### src/rtl/powlib_dpram_reader_pkg.sv
// Shared helpers for the dual-port RAM reader: index width and gray coding.
package powlib_dpram_reader_pkg;

  // Smallest r with 2**r >= v.
  function automatic int clogb2(input int v);
    int r;
    r = 0;
    while ((1 << r) < v) r++;
    return r;
  endfunction

  // Binary to gray; callers cast the result down to their pointer width.
  function automatic logic [31:0] gray_enc(input logic [31:0] b);
    return b ^ (b >> 1);
  endfunction

  // Gray to binary: bit i is the xor of all gray bits at or above i.
  function automatic logic [31:0] gray_dec(input logic [31:0] g);
    logic [31:0] b;
    for (int i = 0; i < 32; i++) b[i] = ^(g >> i);
    return b;
  endfunction

endpackage

### src/rtl/powlib_dpram_reader_if.sv
// Pointer, RAM read port and output stream bundle of the reader.
// master = reader side, slave = writer/RAM/consumer side.
interface powlib_dpram_reader_if #(
  parameter int W    = 32,
  parameter int WIDX = 7
);
  localparam int PW = WIDX + 1;

  logic [PW-1:0]   wrptr;
  logic [PW-1:0]   rdptr;
  logic [PW-1:0]   lvl;
  logic [WIDX-1:0] rdidx;
  logic            rdrdy;
  logic [W-1:0]    rddata;
  logic [W-1:0]    outdata;
  logic            outvld;
  logic            outrdy;

  modport master (
    input  wrptr, rddata, outrdy,
    output rdptr, rdidx, rdrdy, lvl, outdata, outvld
  );

  modport slave (
    output wrptr, rddata, outrdy,
    input  rdptr, rdidx, rdrdy, lvl, outdata, outvld
  );
endinterface

### src/rtl/powlib_dpram_reader_buf.sv
// 2-entry synchronous FIFO that absorbs RAM read latency in front of the
// output stream. The caller never pushes while full without a pop.
module powlib_dpram_reader_buf
  import powlib_dpram_reader_pkg::*;
#(
  parameter int W = 32
) (
  input  logic         clk,
  input  logic         rst,
  input  logic         push,
  input  logic [W-1:0] pushdata,
  input  logic         pop,
  output logic [W-1:0] head,
  output logic         vld,
  output logic [1:0]   occ
);
  logic [1:0][W-1:0] mem;
  logic              wp;
  logic              rp;

  // Slot pointers and occupancy; push and pop together leave occ unchanged.
  always_ff @(posedge clk) begin
    if (!rst) begin
      occ <= 2'd0;
      wp  <= 1'b0;
      rp  <= 1'b0;
    end else begin
      if (push) wp <= ~wp;
      if (pop)  rp <= ~rp;
      occ <= occ + 2'(push) - 2'(pop);
    end
  end

  // Storage needs no reset; vld masks stale contents.
  always_ff @(posedge clk) begin
    if (push) mem[wp] <= pushdata;
  end

  assign head = mem[rp];
  assign vld  = (occ != 2'd0);
endmodule

### src/rtl/powlib_dpram_reader.sv
// Read-side controller of the dual-port RAM FIFO: issues RAM reads while
// words are available and the 2-entry buffer has room, and streams them out.
// Optional macro POWLIB_DPRAM_READER_GRAY_EN: wrptr arrives gray-coded and
// rdptr leaves gray-coded (registered, one cycle behind the binary pointer).
module powlib_dpram_reader
  import powlib_dpram_reader_pkg::*;
#(
  parameter int W    = 32,
  parameter int D    = 128,
  parameter int WIDX = clogb2(D),
  parameter int ERRD = 0
) (
  input logic                   clk,
  input logic                   rst,
  powlib_dpram_reader_if.master bus
);
  localparam int PW = WIDX + 1;

  logic [PW-1:0] wr_bin;
  logic [PW-1:0] rd_bin;
  logic [1:0]    occ;
  logic [2:0]    need;
  logic          vld;
  logic          infl;
  logic          push;
  logic          pop;
  logic          empty;
  logic          issue;

`ifdef POWLIB_DPRAM_READER_GRAY_EN
  assign wr_bin = PW'(gray_dec(32'(bus.wrptr)));
`else
  assign wr_bin = bus.wrptr;
`endif

  // Slots already committed (buffered + in flight) minus the one leaving now.
  assign empty = (wr_bin == rd_bin);
  assign pop   = vld & bus.outrdy;
  assign need  = 3'(occ) + 3'(infl) - 3'(pop);
  assign issue = !empty && (need < 3'd2);

  // Binary read pointer advances on every issued read.
  always_ff @(posedge clk) begin
    if (!rst) rd_bin <= '0;
    else if (issue) rd_bin <= rd_bin + PW'(1);
  end

  generate
    if (ERRD != 0) begin : g_reg_read
      // Registered RAM: data for an issue arrives on the following cycle.
      always_ff @(posedge clk) begin
        if (!rst) infl <= 1'b0;
        else      infl <= issue;
      end
      assign push = infl;
    end else begin : g_comb_read
      assign infl = 1'b0;
      assign push = issue;
    end
  endgenerate

`ifdef POWLIB_DPRAM_READER_GRAY_EN
  logic [PW-1:0] rd_gray;

  // Gray copy registered for a clean crossing into the writer's domain.
  always_ff @(posedge clk) begin
    if (!rst) rd_gray <= '0;
    else      rd_gray <= PW'(gray_enc(32'(rd_bin)));
  end
  assign bus.rdptr = rd_gray;
`else
  assign bus.rdptr = rd_bin;
`endif

  assign bus.rdidx  = rd_bin[WIDX-1:0];
  assign bus.rdrdy  = issue;
  assign bus.lvl    = wr_bin - rd_bin;
  assign bus.outvld = vld;

  powlib_dpram_reader_buf #(.W(W)) u_buf (
    .clk      (clk),
    .rst      (rst),
    .push     (push),
    .pushdata (bus.rddata),
    .pop      (pop),
    .head     (bus.outdata),
    .vld      (vld),
    .occ      (occ)
  );
endmodule
### src/flat_wrapper.sv
// flat-port wrapper written by rule: the top's interface ports become plain ports
module powlib_dpram_reader_flat import powlib_dpram_reader_pkg::*;
#(
  parameter int W    = 32,
  parameter int D    = 128,
  parameter int WIDX = clogb2(D),
  parameter int ERRD = 0
)
  (clk, rst, bus_wrptr, bus_rddata, bus_outrdy, bus_rdptr, bus_rdidx, bus_rdrdy, bus_lvl, bus_outdata, bus_outvld);
  powlib_dpram_reader_if #(.W(W), .WIDX(WIDX)) bus_i ();
  input logic clk;
  input logic rst;
  input wire logic [$bits(bus_i.wrptr)-1:0] bus_wrptr;
  input wire logic [$bits(bus_i.rddata)-1:0] bus_rddata;
  input wire logic [$bits(bus_i.outrdy)-1:0] bus_outrdy;
  output wire logic [$bits(bus_i.rdptr)-1:0] bus_rdptr;
  output wire logic [$bits(bus_i.rdidx)-1:0] bus_rdidx;
  output wire logic [$bits(bus_i.rdrdy)-1:0] bus_rdrdy;
  output wire logic [$bits(bus_i.lvl)-1:0] bus_lvl;
  output wire logic [$bits(bus_i.outdata)-1:0] bus_outdata;
  output wire logic [$bits(bus_i.outvld)-1:0] bus_outvld;
  assign bus_i.wrptr = bus_wrptr;
  assign bus_i.rddata = bus_rddata;
  assign bus_i.outrdy = bus_outrdy;
  assign bus_rdptr = bus_i.rdptr;
  assign bus_rdidx = bus_i.rdidx;
  assign bus_rdrdy = bus_i.rdrdy;
  assign bus_lvl = bus_i.lvl;
  assign bus_outdata = bus_i.outdata;
  assign bus_outvld = bus_i.outvld;
  powlib_dpram_reader #(.W(W), .D(D), .WIDX(WIDX), .ERRD(ERRD)) u_core (.clk(clk), .rst(rst), .bus(bus_i));
endmodule
### config.mk
export PLATFORM = sky130hd
export DESIGN_NAME = powlib_dpram_reader_flat
export DESIGN_NICKNAME = d
export VERILOG_FILES = /design/src/rtl/powlib_dpram_reader_pkg.sv /design/src/rtl/powlib_dpram_reader_if.sv /design/src/rtl/powlib_dpram_reader_buf.sv /design/src/rtl/powlib_dpram_reader.sv /design/src/flat_wrapper.sv
export SDC_FILE = /design/constraint.sdc
export NUM_CORES = 1
export LEC_CHECK = 0
export BUFFER_PORTS_ARGS = -buffer_cell sky130_fd_sc_hd__clkbuf_2
export CAP_MARGIN = 30
export CORE_MARGIN = 4
export CORE_UTILIZATION = 55
export DETAILED_ROUTE_END_ITERATION = 8
export GPL_ROUTABILITY_DRIVEN = 0
export PLACE_DENSITY = 0.85
export SLEW_MARGIN = 20
export SYNTH_ARGS = -nofsm -noshare
export SYNTH_HDL_FRONTEND = slang
export SYNTH_SLANG_ARGS = --single-unit
### constraint.sdc
create_clock -name clk -period 5.5 [get_ports clk]
set_input_delay 0 -clock clk [delete_from_list [all_inputs] [get_ports clk]]
set_output_delay 0 -clock clk [all_outputs]
set_load 0.05 [all_outputs]
==> impl_summary.txt, run 1 <==
----------------------------------------------------
[Outcome]
  Status ... finished clean

[Floorplan]
  Total core area ... 5640 µm²
  Num ports ... 100
  Width of the die ... 85.1 µm
  Die Height ... 85.1 µm
  Effective utilization at floorplan ... 57.9%
  Die Area ... slightly above 7000 µm²
  Number of rows in the core area ... 27

[Timing]
  Final cycle utilization of the critical path ... 47.3%
  Max Clk Rate ... 384 MHz
  Normalized max-slew margin ... about two fifths
  RSZ-0062 raised after global routing ... no
  Final setup violation count ... 0
  Post-route clock skew ... 6.65 ps
  Worst Max-Slew Pin Slew ... 900 ps
  Count of pins over their slew limit ... 0
  Fin. Hold Viols ... 0
  Time the final worst path needs with I/O delays and setup ... 2600 ps
  Setup TNS ... 0 ps

[Pwr]
  Overall Power ... between 2 and 2.5 mW
  P_leak ... 1.77 nW
  Clock Power Share ... approximately 17%
  Ratio of total power to cell area ... 539 nW/µm²
  Sequential power share ... 36.7%
  Largest voltage drop on the vdd net ... 0.000311 V
  Net switching share of the total power ... 44.3%
  Combinational power share ... 46.2%
  Cell-internal power ... 1.29 mW
  Total net switching power ... 1.03 mW

[Placement]
  Number of buffers added on ports ... 99
  HPWL after DPL ... 4660 µm
  Total placed instance area ... 3790 µm²

[Finish]
  ANT cells ... 0
  Proportion of layout cells with a drive suffix above 1 ... 42.6%
  Net count of the finished layout ... 402
  Layout area overhead ... 31.5%
  Area of all placed cells without fillers ... roughly 4300 µm²
  Layout filler cell count ... 359

[Logic synthesis]
  Mapped Cells ... 217
  Top FF cell, synth ... edfxtp_1
  Ys async rst share ... 0%
  Summed instance area of the synthesized netlist ... 3270 µm²
  Count of distinct cell types in the synthesized netlist ... 34
  Number of storage elements in the synthesis netlist ... between 70 and 80
  Count of flip-flops with a built-in enable after synthesis ... 64
  Mean Syn Cell Area ... 15.0 µm²
  Sequential cell area fraction in the yosys report ... roughly two thirds
  Synthesis warning total ... 0
  Synthesized net count ... ~270

[Hold path]
  Startpoint of the most critical hold path ... rst
  Classification of the worst-slack hold path ... input port to flip-flop

[Setup path]
  Max FO, Critical Path ... 33
  Capturing element type of the critical path ... flip-flop
  Launching instance or port of the critical path ... u_core.bus.rdptr[4]
  R2R cell count ... 5
  Crit Reg-Reg Startpoint ... u_core.bus.rdptr[4]
  Arrival time reported for the critical path endpoint ... 2550 ps
  Critical path startpoint category ... flip-flop
  CP Capture Point ... u_core.u_buf.mem[10]
  Register-to-Register Setup Slack ... a little under 3000 ps
  Reg-to-reg endpoint ... u_core.u_buf.mem[10]
  CP Class ... flip-flop to flip-flop
  Endpoint required time on the critical path ... between 5000 and 6000 ps

[Clock network]
  Maximum clock insertion buffer count ... 2
  TritonCTS clock tree ... yes
  Clock transition at the registers of the reported paths ... 70 ps
  Sink Count ... 76
  Root buf cell ... clkbuf_8
  Number of buffers created by CTS ... 9
  Clock insertion delay at the later pin of the skew report ... 330 ps
  CTS H-Tree Depth ... 3
  Number of gates resized after CTS ... 0

[GRT]
  Grt total ovfl ... 0
  Largest net degree at the start of global routing ... 34
  Global router's overall resource usage ... 19.1%
  Antenna violations before repair ... 0
  Via count of the first global-routing pass ... 2289
  First-pass GRT wire length ... 10800 µm

[Detailed routing]
  Number of DRC markers after the initial detailed-route iteration ... 89
  DRT Wirelength ... 6750 µm
  Final antenna-violating net count ... 0
  Number of detailed-routing iterations run before antenna repair ... 4
  Ratio of routed vias to standard cells ... about 5.1
  Mean routed wirelength per cell ... 15.9 µm
  Count of vias placed by the detailed router ... 2158
  Detailed-route DRC error count ... 0

[Flow run]
  Max Cap Viol ... 0

----------------------------------------------------
## repair_timing
item	CTS	global route
buffers inserted	0	0
setup endpoints to repair	0	0
hold endpoints to repair	64	0
hold buffers	32	0
## how the worst min path moves through the flow
| stage | end | slack [ps] | cells after the start |
|---|---|---|---|
| global route | u_core.u_buf.wp | 50 | 2 |
| CTS | u_core.u_buf.wp | 30 | 2 |
| finish | u_core.u_buf.wp | 50 | 2 |
| detailed placement | u_core.u_buf.mem[21] | 200 | 1 |
| global placement | u_core.u_buf.mem[43] | 190 | 1 |
| floorplan | u_core.u_buf.mem[0] | 100 | 0 |
## metrics by stage
step | setup WS, ps | utilization (%) | cells | hold slack (ps)
2_1_floorplan | 1940 | - | 217 | 98.9
3_3_place_gp | 2910 | 67.2 | 377 | 190
3_5_place_dp | 2850 | 67.2 | 377 | 196
4_1_cts | 2840 | 76.1 | 424 | 34.0
5_1_grt | 2710 | 76.1 | 424 | 54.1
6_report | 2900 | 76.1 | 424 | 45.9
## critical path, stage by stage (launching register included)
cell	delay (ps)
dfxtp_1	460
inv_1	70
ha_1	360
and3_1	200
a32o_1	380
nor2_4	730
## per-layer routing
metal	wire length, µm	track usage, %	share of wire, %	up-vias
li1	-	-	-	1048
met1	2730	22.6	40	1044
met2	3640	34.3	54	59
met3	323	4.08	4.8	7
met4	55	6.47	0.82	0
met5	0	0	0	-
## placed cells by master, fill, tap and decap left out, types with 2 or more instances in the layout
cell,instances
edfxtp_1,64
nor2b_1,3
clkinv_2,3
clkbuf_2,99
mux2_2,32
buf_4,2
and3_1,3
o21ai_0,3
inv_1,14
xnor2_1,14
o21a_1,2
dfxtp_1,12
clkinv_4,2
nand3_1,2
nand4_1,4
clkbuf_8,9
a21boi_0,2
ha_1,10
and2_1,11
nand2_1,7
nor2_1,5
dlygate4sd3_1,32
## logic make-up (layout without fill, tap and decap cells)
| family | count (synthesis) | after routing | synth area share (%) |
|---|---|---|---|
| flops | 76 | 76 | 66.2 |
| simple gates | 42 | 42 | 7.01 |
| mux | 32 | 32 | 11.0 |
| buf+inv | 28 | 163 | 4.41 |
| compound gates | 14 | 14 | 3.14 |
| xor+xnor | 14 | 14 | 3.75 |
| fa+ha+maj | 11 | 11 | 4.44 |
## final cells by class
type	count	area [µm²]	share of cell area (%)
clock buffers	10	128	2.97
multi-input cells	113	967	22.5
repair buffers	133	831	19.4
inverters	15	61.3	1.43
clock inverters	5	53.8	1.25
well taps	72	90.1	2.10
flip-flops and latches	76	2160	50.4
## state kept, by name, indices dropped and copies added, names as in the netlist
register          cells
u_core.u_buf.occ      2
u_core.bus.rdptr      8
u_core.u_buf.wp       1
u_core.u_buf.rp       1
u_core.u_buf.mem     64
## power by group through the flow
stage,clock (mW),sequential (mW),combinational (mW)
2_1_floorplan,0,0.864,0.834
6_report,0.394,0.851,1.07
4_1_cts,0.397,0.850,1.08
3_5_place_dp,0,0.862,1.06
3_3_place_gp,0,0.847,1.05
5_1_grt,0.429,0.864,1.13
## synth_stat cells, types with 2 or more instances
library cell / count / area, µm²
mux2_2: 32 / 360
nand2_1: 7 / 26.3
nor2b_1: 3 / 18.8
nand4_1: 4 / 25.0
inv_1: 14 / 52.6
xnor2_1: 14 / 123
edfxtp_1: 64 / 1920
and2_1: 11 / 68.8
o21a_1: 2 / 15.0
nand3_1: 2 / 10.0
o21ai_0: 3 / 15.0
nor2_1: 6 / 22.5
buf_4: 7 / 52.6
dfxtp_1: 12 / 240
and3_1: 3 / 18.8
clkbuf_1: 5 / 18.8
ha_1: 10 / 125
a21boi_0: 2 / 15.0
No activity file was read; power rests on OpenSTA's default activity.
==> inputs of run 2 (changes only) <==
--- a/config.mk
+++ b/config.mk
@@ -8,10 +8,10 @@
 export BUFFER_PORTS_ARGS = -buffer_cell sky130_fd_sc_hd__clkbuf_2
 export CAP_MARGIN = 30
 export CORE_MARGIN = 4
-export CORE_UTILIZATION = 55
+export CORE_UTILIZATION = 51
 export DETAILED_ROUTE_END_ITERATION = 8
 export GPL_ROUTABILITY_DRIVEN = 0
-export PLACE_DENSITY = 0.85
+export PLACE_DENSITY = 0.79
 export SLEW_MARGIN = 20
 export SYNTH_ARGS = -nofsm -noshare
 export SYNTH_HDL_FRONTEND = slang
==> constraint.sdc (replaced) <==
create_clock -name clk -period 2.52 [get_ports clk]
set_input_delay 0 -clock clk [delete_from_list [all_inputs] [get_ports clk]]
set_output_delay 0 -clock clk [all_outputs]
set_load 0.05 [all_outputs]
==> run 2 against run 1 <==
Effect of this change: setup slack got worse by 2800 ps; global-route usage decreased by 0.41 points; routed wire length up 4.7%; first-iteration DRC count fell by 38%; clock power rose to 2.5 times the previous value; power increased by 130%; hold slack got worse by 9.8 ps; largest cell class unchanged; largest power group unchanged; highest routed layer unchanged.
==> impl_summary.txt, run 2 (synthesis results as in run 1) <==
----------------------------------------------------
[Timing]
  Fin. Hold Viols ... 0
  Max Clk Rate ... 419 MHz
  RSZ-0062 raised after global routing ... no
  Worst Max-Slew Pin Slew ... 350 ps
  Count of pins over their slew limit ... 0
  Normalized max-slew margin ... 76.4%
  Post-route clock skew ... 10.6 ps
  Final cycle utilization of the critical path ... 94.8%
  Setup TNS ... 0 ps
  Final setup violation count ... 0
  Time the final worst path needs with I/O delays and setup ... 2390 ps

[Setup path]
  Endpoint required time on the critical path ... 2520 ps
  Reg-to-reg endpoint ... u_core.u_buf.occ[1]
  Arrival time reported for the critical path endpoint ... around 2400 ps
  Register-to-Register Setup Slack ... about 190 ps
  Capturing element type of the critical path ... output pin
  Max FO, Critical Path ... 7
  Slowest cell on the critical path ... dfxtp_2
  CP Class ... flip-flop to output pin
  Worst path max stage delay ... 400 ps
  Crit Reg-Reg Startpoint ... u_core.bus.rdptr[4]
  R2R cell count ... 10
  Cells along the critical path ... inv_1 > ha_1 > nor2b_1 > o21ai_0 > a21boi_1 > buf_4 > a311o_1 > clkbuf_4
  Critical path startpoint category ... flip-flop

[Finish]
  Layout filler cell count ... 419
  Highest-count cells in the layout ignoring fill and taps ... clkbuf_2, edfxtp_1, mux2_2, dlygate4sd3_1
  ANT cells ... 0
  Max FFs per register ... 64
  Proportion of layout cells with a drive suffix above 1 ... 46.2%
  Top register by number of flip-flops ... u_core.u_buf.mem
  Total area of multi-input combinational cells ... roughly 1000 µm²
  Net count of the finished layout ... 406
  Most common cell after layout, fill and taps aside ... clkbuf_2
  Register Area ... roughly 2200 µm²
  Layout area overhead ... 35.0%
  Share of the core filled with cells ... 72.7%

[Detailed routing]
  Detailed-route DRC error count ... 0
  DRT Wirelength ... 7060 µm
  Number of detailed-routing iterations run before antenna repair ... 4
  Final antenna-violating net count ... 0
  Count of vias placed by the detailed router ... approximately 2200
  Number of DRC markers after the initial detailed-route iteration ... 55
  Mean routed wirelength per cell ... 16.3 µm
  Ratio of routed vias to standard cells ... 5.07

[Pwr]
  P_leak ... approximately 1.8 nW
  Ratio of total power to cell area ... 1200 nW/µm²
  Largest voltage drop on the vdd net ... 0.000828 V
  Overall Power ... 5.28 mW

[Clock network]
  Clock transition at the registers of the reported paths ... 70 ps
  Root buf cell ... clkbuf_8
  TritonCTS clock tree ... yes
  Number of buffers created by CTS ... 9
  Sink Count ... 76
  Clock insertion delay at the later pin of the skew report ... ~340 ps
  Maximum clock insertion buffer count ... 2
  CTS H-Tree Depth ... 3

[Hold path]
  Startpoint of the most critical hold path ... rst
  Capture endpoint of the worst hold path ... u_core.u_buf.wp
  Cell depth of the worst min-delay path ... 2
  Classification of the worst-slack hold path ... input port to flip-flop

[Floorplan]
  Die Height ... 88.0 µm
  Number of rows in the core area ... 28
  Die Area ... around 7700 µm²
  Num ports ... 100
  Width of the die ... 88.0 µm
  Total core area ... 6060 µm²
  Effective utilization at floorplan ... between 50% and 60%

[GRT]
  First-pass GRT wire length ... 10600 µm
  Global router's overall resource usage ... 18.7%
  Via count of the first global-routing pass ... 2237
  Grt total ovfl ... 0
  Antenna violations before repair ... 0
  Largest net degree at the start of global routing ... 34

[Placement]
  HPWL after DPL ... 4750 µm
  Number of buffers added on ports ... a little under 100

[Outcome]
  Status ... finished clean

[Flow run]
  Max Cap Viol ... 0

----------------------------------------------------
[run 2: worst max path at each step]
stage,start,end,slack [ps],depth (start not counted)
2_1_floorplan,u_core.bus.rdptr[4],u_core.u_buf.occ[1],10,11
3_3_place_gp,u_core.bus.rdptr[4],u_core.u_buf.occ[1],280,10
3_5_place_dp,u_core.bus.rdptr[4],u_core.u_buf.occ[1],190,10
4_1_cts,u_core.bus.rdptr[0],bus_lvl[6],20,8
5_1_grt,u_core.bus.rdptr[1],bus_lvl[7],5,8
6_report,u_core.bus.rdptr[2],bus_lvl[6],130,8
[run 2: per-stage QoR]
| step | worst slack, ps | hold slack [ps] | instances | instance area, µm² |
|---|---|---|---|---|
| 5_1_grt | 4.90 | 58.1 | 432 | 4410 |
| 6_report | 132 | 36.1 | 432 | 4410 |
| 3_3_place_gp | 280 | 189 | 383 | 3850 |
| 4_1_cts | 22.3 | 29.2 | 431 | 4400 |
| 3_5_place_dp | 188 | 193 | 383 | 3850 |
| 2_1_floorplan | 14.0 | 98.9 | 217 | 3280 |
[run 2: worst max-delay path, delay by kind of cell, from the launching register on]
kind,cells,cell delay (ps)
DFF,1,400
adders and majority gates,1,360
AOI/OAI and AO/OA,3,710
buffers and inverters,3,440
and+or+nand+nor,1,150
[run 2: power by group]
part           switching [mW]  leakage [nW]  internal (mW)
sequential              0.125         0.722           1.72
combinational            1.73         0.986          0.699
clock                   0.442         0.110          0.562
total                    2.29          1.82           2.98
[run 2: final cells by class]
cell class	instances	share of cell area, %
timing repair buffer	137	20.1
clock inverter	7	2.24
clock buffer	9	2.81
inverter	15	1.39
sequential	76	49.2
tap	75	2.13
multi-input combinational	113	22.0
[run 2: what timing repair did]
action / 4_1_cts / 5_1_grt
setup buffers: 0 / 1
gates cloned: 0 / 0
hold endpoints to repair: 64 / 0
hold buffers: 32 / 0
pin swaps: 0 / 1
setup endpoints to repair: 1 / 1
gates resized for setup: 1 / 3
[run 2: metal layers]
metal | global-route usage (%) | vias up | routed length, µm | part of all wire [%]
li1 | - | 1050 | - | -
met1 | 21.3 | 1042 | 2780 | 39
met2 | 33.2 | 82 | 3760 | 53
met3 | 5.17 | 15 | 402 | 5.7
met4 | 7.42 | 0 | 123 | 1.7
met5 | 0 | - | 0 | 0
==> inputs of run 3 (changes only) <==
==> constraint.sdc (replaced) <==
create_clock -name clk -period 2.52 [get_ports clk]
set_input_delay 0.63 -clock clk [delete_from_list [all_inputs] [get_ports clk]]
set_output_delay 0.63 -clock clk [all_outputs]
set_load 0.05 [all_outputs]
==> run 3 against run 2 <==
Effect of this change: power rose by 0.44%; critical path depth grew 2; critical path type is now input port to output pin; largest power group unchanged; sequential share of layout area is essentially flat; the run now ends with setup timing left; hold slack gained 440 ps.
==> impl_summary.txt, run 3 (synthesis results as in run 1) <==
----------------------------------------------------
[Detailed routing]
  Number of DRC markers after the initial detailed-route iteration ... a little under 100
  Ratio of routed vias to standard cells ... 5.05
  Detailed-route DRC error count ... 0
  DRT Wirelength ... 6530 µm
  Count of vias placed by the detailed router ... approximately 2100
  Mean routed wirelength per cell ... roughly 16 µm
  Number of detailed-routing iterations run before antenna repair ... 4
  Final antenna-violating net count ... 0

[Setup path]
  Endpoint required time on the critical path ... 1890 ps
  Critical path startpoint category ... input port
  Arrival time reported for the critical path endpoint ... 2200 ps
  CP Class ... input port to output pin
  Max FO, Critical Path ... 2
  Capturing element type of the critical path ... output pin

[Outcome]
  Status ... finished, violations left
  Violations in the final reports ... setup timing

[GRT]
  Met1 usage in global routing ... 19.1%
  Antenna violations before repair ... 0
  Largest net degree at the start of global routing ... 34
  Global Route met2 Usage ... roughly 29%
  Global route hottest layer ... met2
  Global router's overall resource usage ... approximately 17%
  Grt total ovfl ... 0
  First-pass GRT wire length ... 9490 µm
  Via count of the first global-routing pass ... 1996
  Met3 Usage GRT ... 6.02%

[Clock network]
  Clock insertion delay at the later pin of the skew report ... 330 ps
  Sink Count ... 76
  Maximum clock insertion buffer count ... 2
  CTS H-Tree Depth ... 3
  TritonCTS clock tree ... yes
  Number of buffers created by CTS ... 9
  Number of buffers inserted for hold repair after clock tree synthesis ... 0
  Root buf cell ... clkbuf_8
  Clock transition at the registers of the reported paths ... 70 ps

[Finish]
  Highest-count cells in the layout ignoring fill and taps ... clkbuf_2, edfxtp_1, mux2_2
  Max FFs per register ... 64
  Most common cell after layout, fill and taps aside ... clkbuf_2
  Proportion of layout cells with a drive suffix above 1 ... 57.7%
  ANT cells ... 0
  Top register by number of flip-flops ... u_core.u_buf.mem
  Layout filler cell count ... 400
  Net count of the finished layout ... 394
  Layout area overhead ... 35.3%

[Floorplan]
  Effective utilization at floorplan ... 53.9%
  Width of the die ... slightly below 90 µm
  Die Height ... 88.0 µm
  Die Area ... between 7000 and 8000 µm²
  Num ports ... 100
  Total core area ... 6060 µm²
  Number of rows in the core area ... 28

[Hold path]
  Classification of the worst-slack hold path ... input port to flip-flop

[Timing]
  Post-route clock skew ... 7.29 ps
  Min Hold Slack ... ~480 ps
  RSZ-0062 raised after global routing ... yes
  Worst Max-Slew Pin Slew ... 322 ps
  Normalized max-slew margin ... 78.5%
  Count of pins over their slew limit ... 0
  Final setup violation count ... 4
  Final cycle utilization of the critical path ... 112%
  Final critical-path setup slack ... -310 ps
  Time the final worst path needs with I/O delays and setup ... about 2800 ps
  Max Clk Rate ... about 350 MHz
  Fin. Hold Viols ... 0
  Setup TNS ... -943 ps

[Pwr]
  Total net switching power ... 2.28 mW
  P_leak ... 1.83 nW
  Clock Power Share ... approximately 17%
  Combinational power share ... 49.2%
  Sequential power share ... roughly 34%
  Cell-internal power ... 3.02 mW
  Ratio of total power to cell area ... ~1200 nW/µm²
  Largest voltage drop on the vdd net ... ~0.00078 V
  Net switching share of the total power ... 43.1%

[Placement]
  HPWL after DPL ... about 4800 µm
  Number of buffers added on ports ... 99

[Flow run]
  Max Cap Viol ... 0

----------------------------------------------------
## run 3: timing repair
action / 4_1_cts / 5_1_grt
setup endpoints to repair: 6 / 6
pin swaps: 2 / 6
buffers inserted: 2 / 3
gates resized for setup: 12 / 18
## run 3: through the flow
step	util (%)	worst slack (ps)	power (mW)	area, µm²	std cells
4_1_cts	71.4	-350	5.29	4330	417
2_1_floorplan	-	-139	3.74	3350	217
6_report	72.9	-310	5.30	4420	420
5_1_grt	72.9	-381	5.56	4420	420
3_5_place_dp	67.1	-429	4.37	4060	399
3_3_place_gp	67.1	-389	4.33	4060	399
## run 3: power by group through the flow
stage	logic, mW	registers [mW]	clock network [mW]
after floorplan	1.85	1.89	0
after global placement	2.50	1.82	0
after detailed placement	2.52	1.85	0
after CTS	2.56	1.82	0.902
after global routing	2.74	1.85	0.968
final	2.61	1.82	0.875
## run 3: routing by layer
metal  vias to the layer above  part of all wire [%]
met1                      1006                    39
met3                         5                   7.8
met5                         -                     0
li1                       1037                     -
met2                        74                    52
met4                         0                   1.1
## run 3: area by class of cell
type / instances / area, µm² / area share [%]
clock buffers: 11 / 131 / 2.97
clock inverters: 5 / 61.3 / 1.39
inverters: 15 / 68.8 / 1.56
multi-input cells: 113 / 1080 / 24.5
flip-flops and latches: 76 / 2170 / 49.2
well taps: 75 / 93.8 / 2.12
repair buffers: 125 / 806 / 18.2
## run 3: worst paths after layout
check / cells after the start / slack [ps] / start / endpoint
setup / recovery: 10 / -310 / bus_wrptr[0] / bus_lvl[6]
hold / removal: 1 / 480 / bus_rddata[4] / u_core.u_buf.mem[4]
setup reg to reg: 10 / 250 / u_core.bus.rdptr[5] / u_core.u_buf.occ[1]
hold reg to reg: 2 / 540 / u_core.bus.rdptr[7] / u_core.bus.rdptr[7]
## run 3: worst max-delay path: stages
cell and delay, ps:
buf_8 80, inv_8 30, ha_4 150, fa_2 340
nor2b_2 140, o21ai_2 80, a21boi_2 150, nor4_1 60
a311o_2 380, buf_8 160
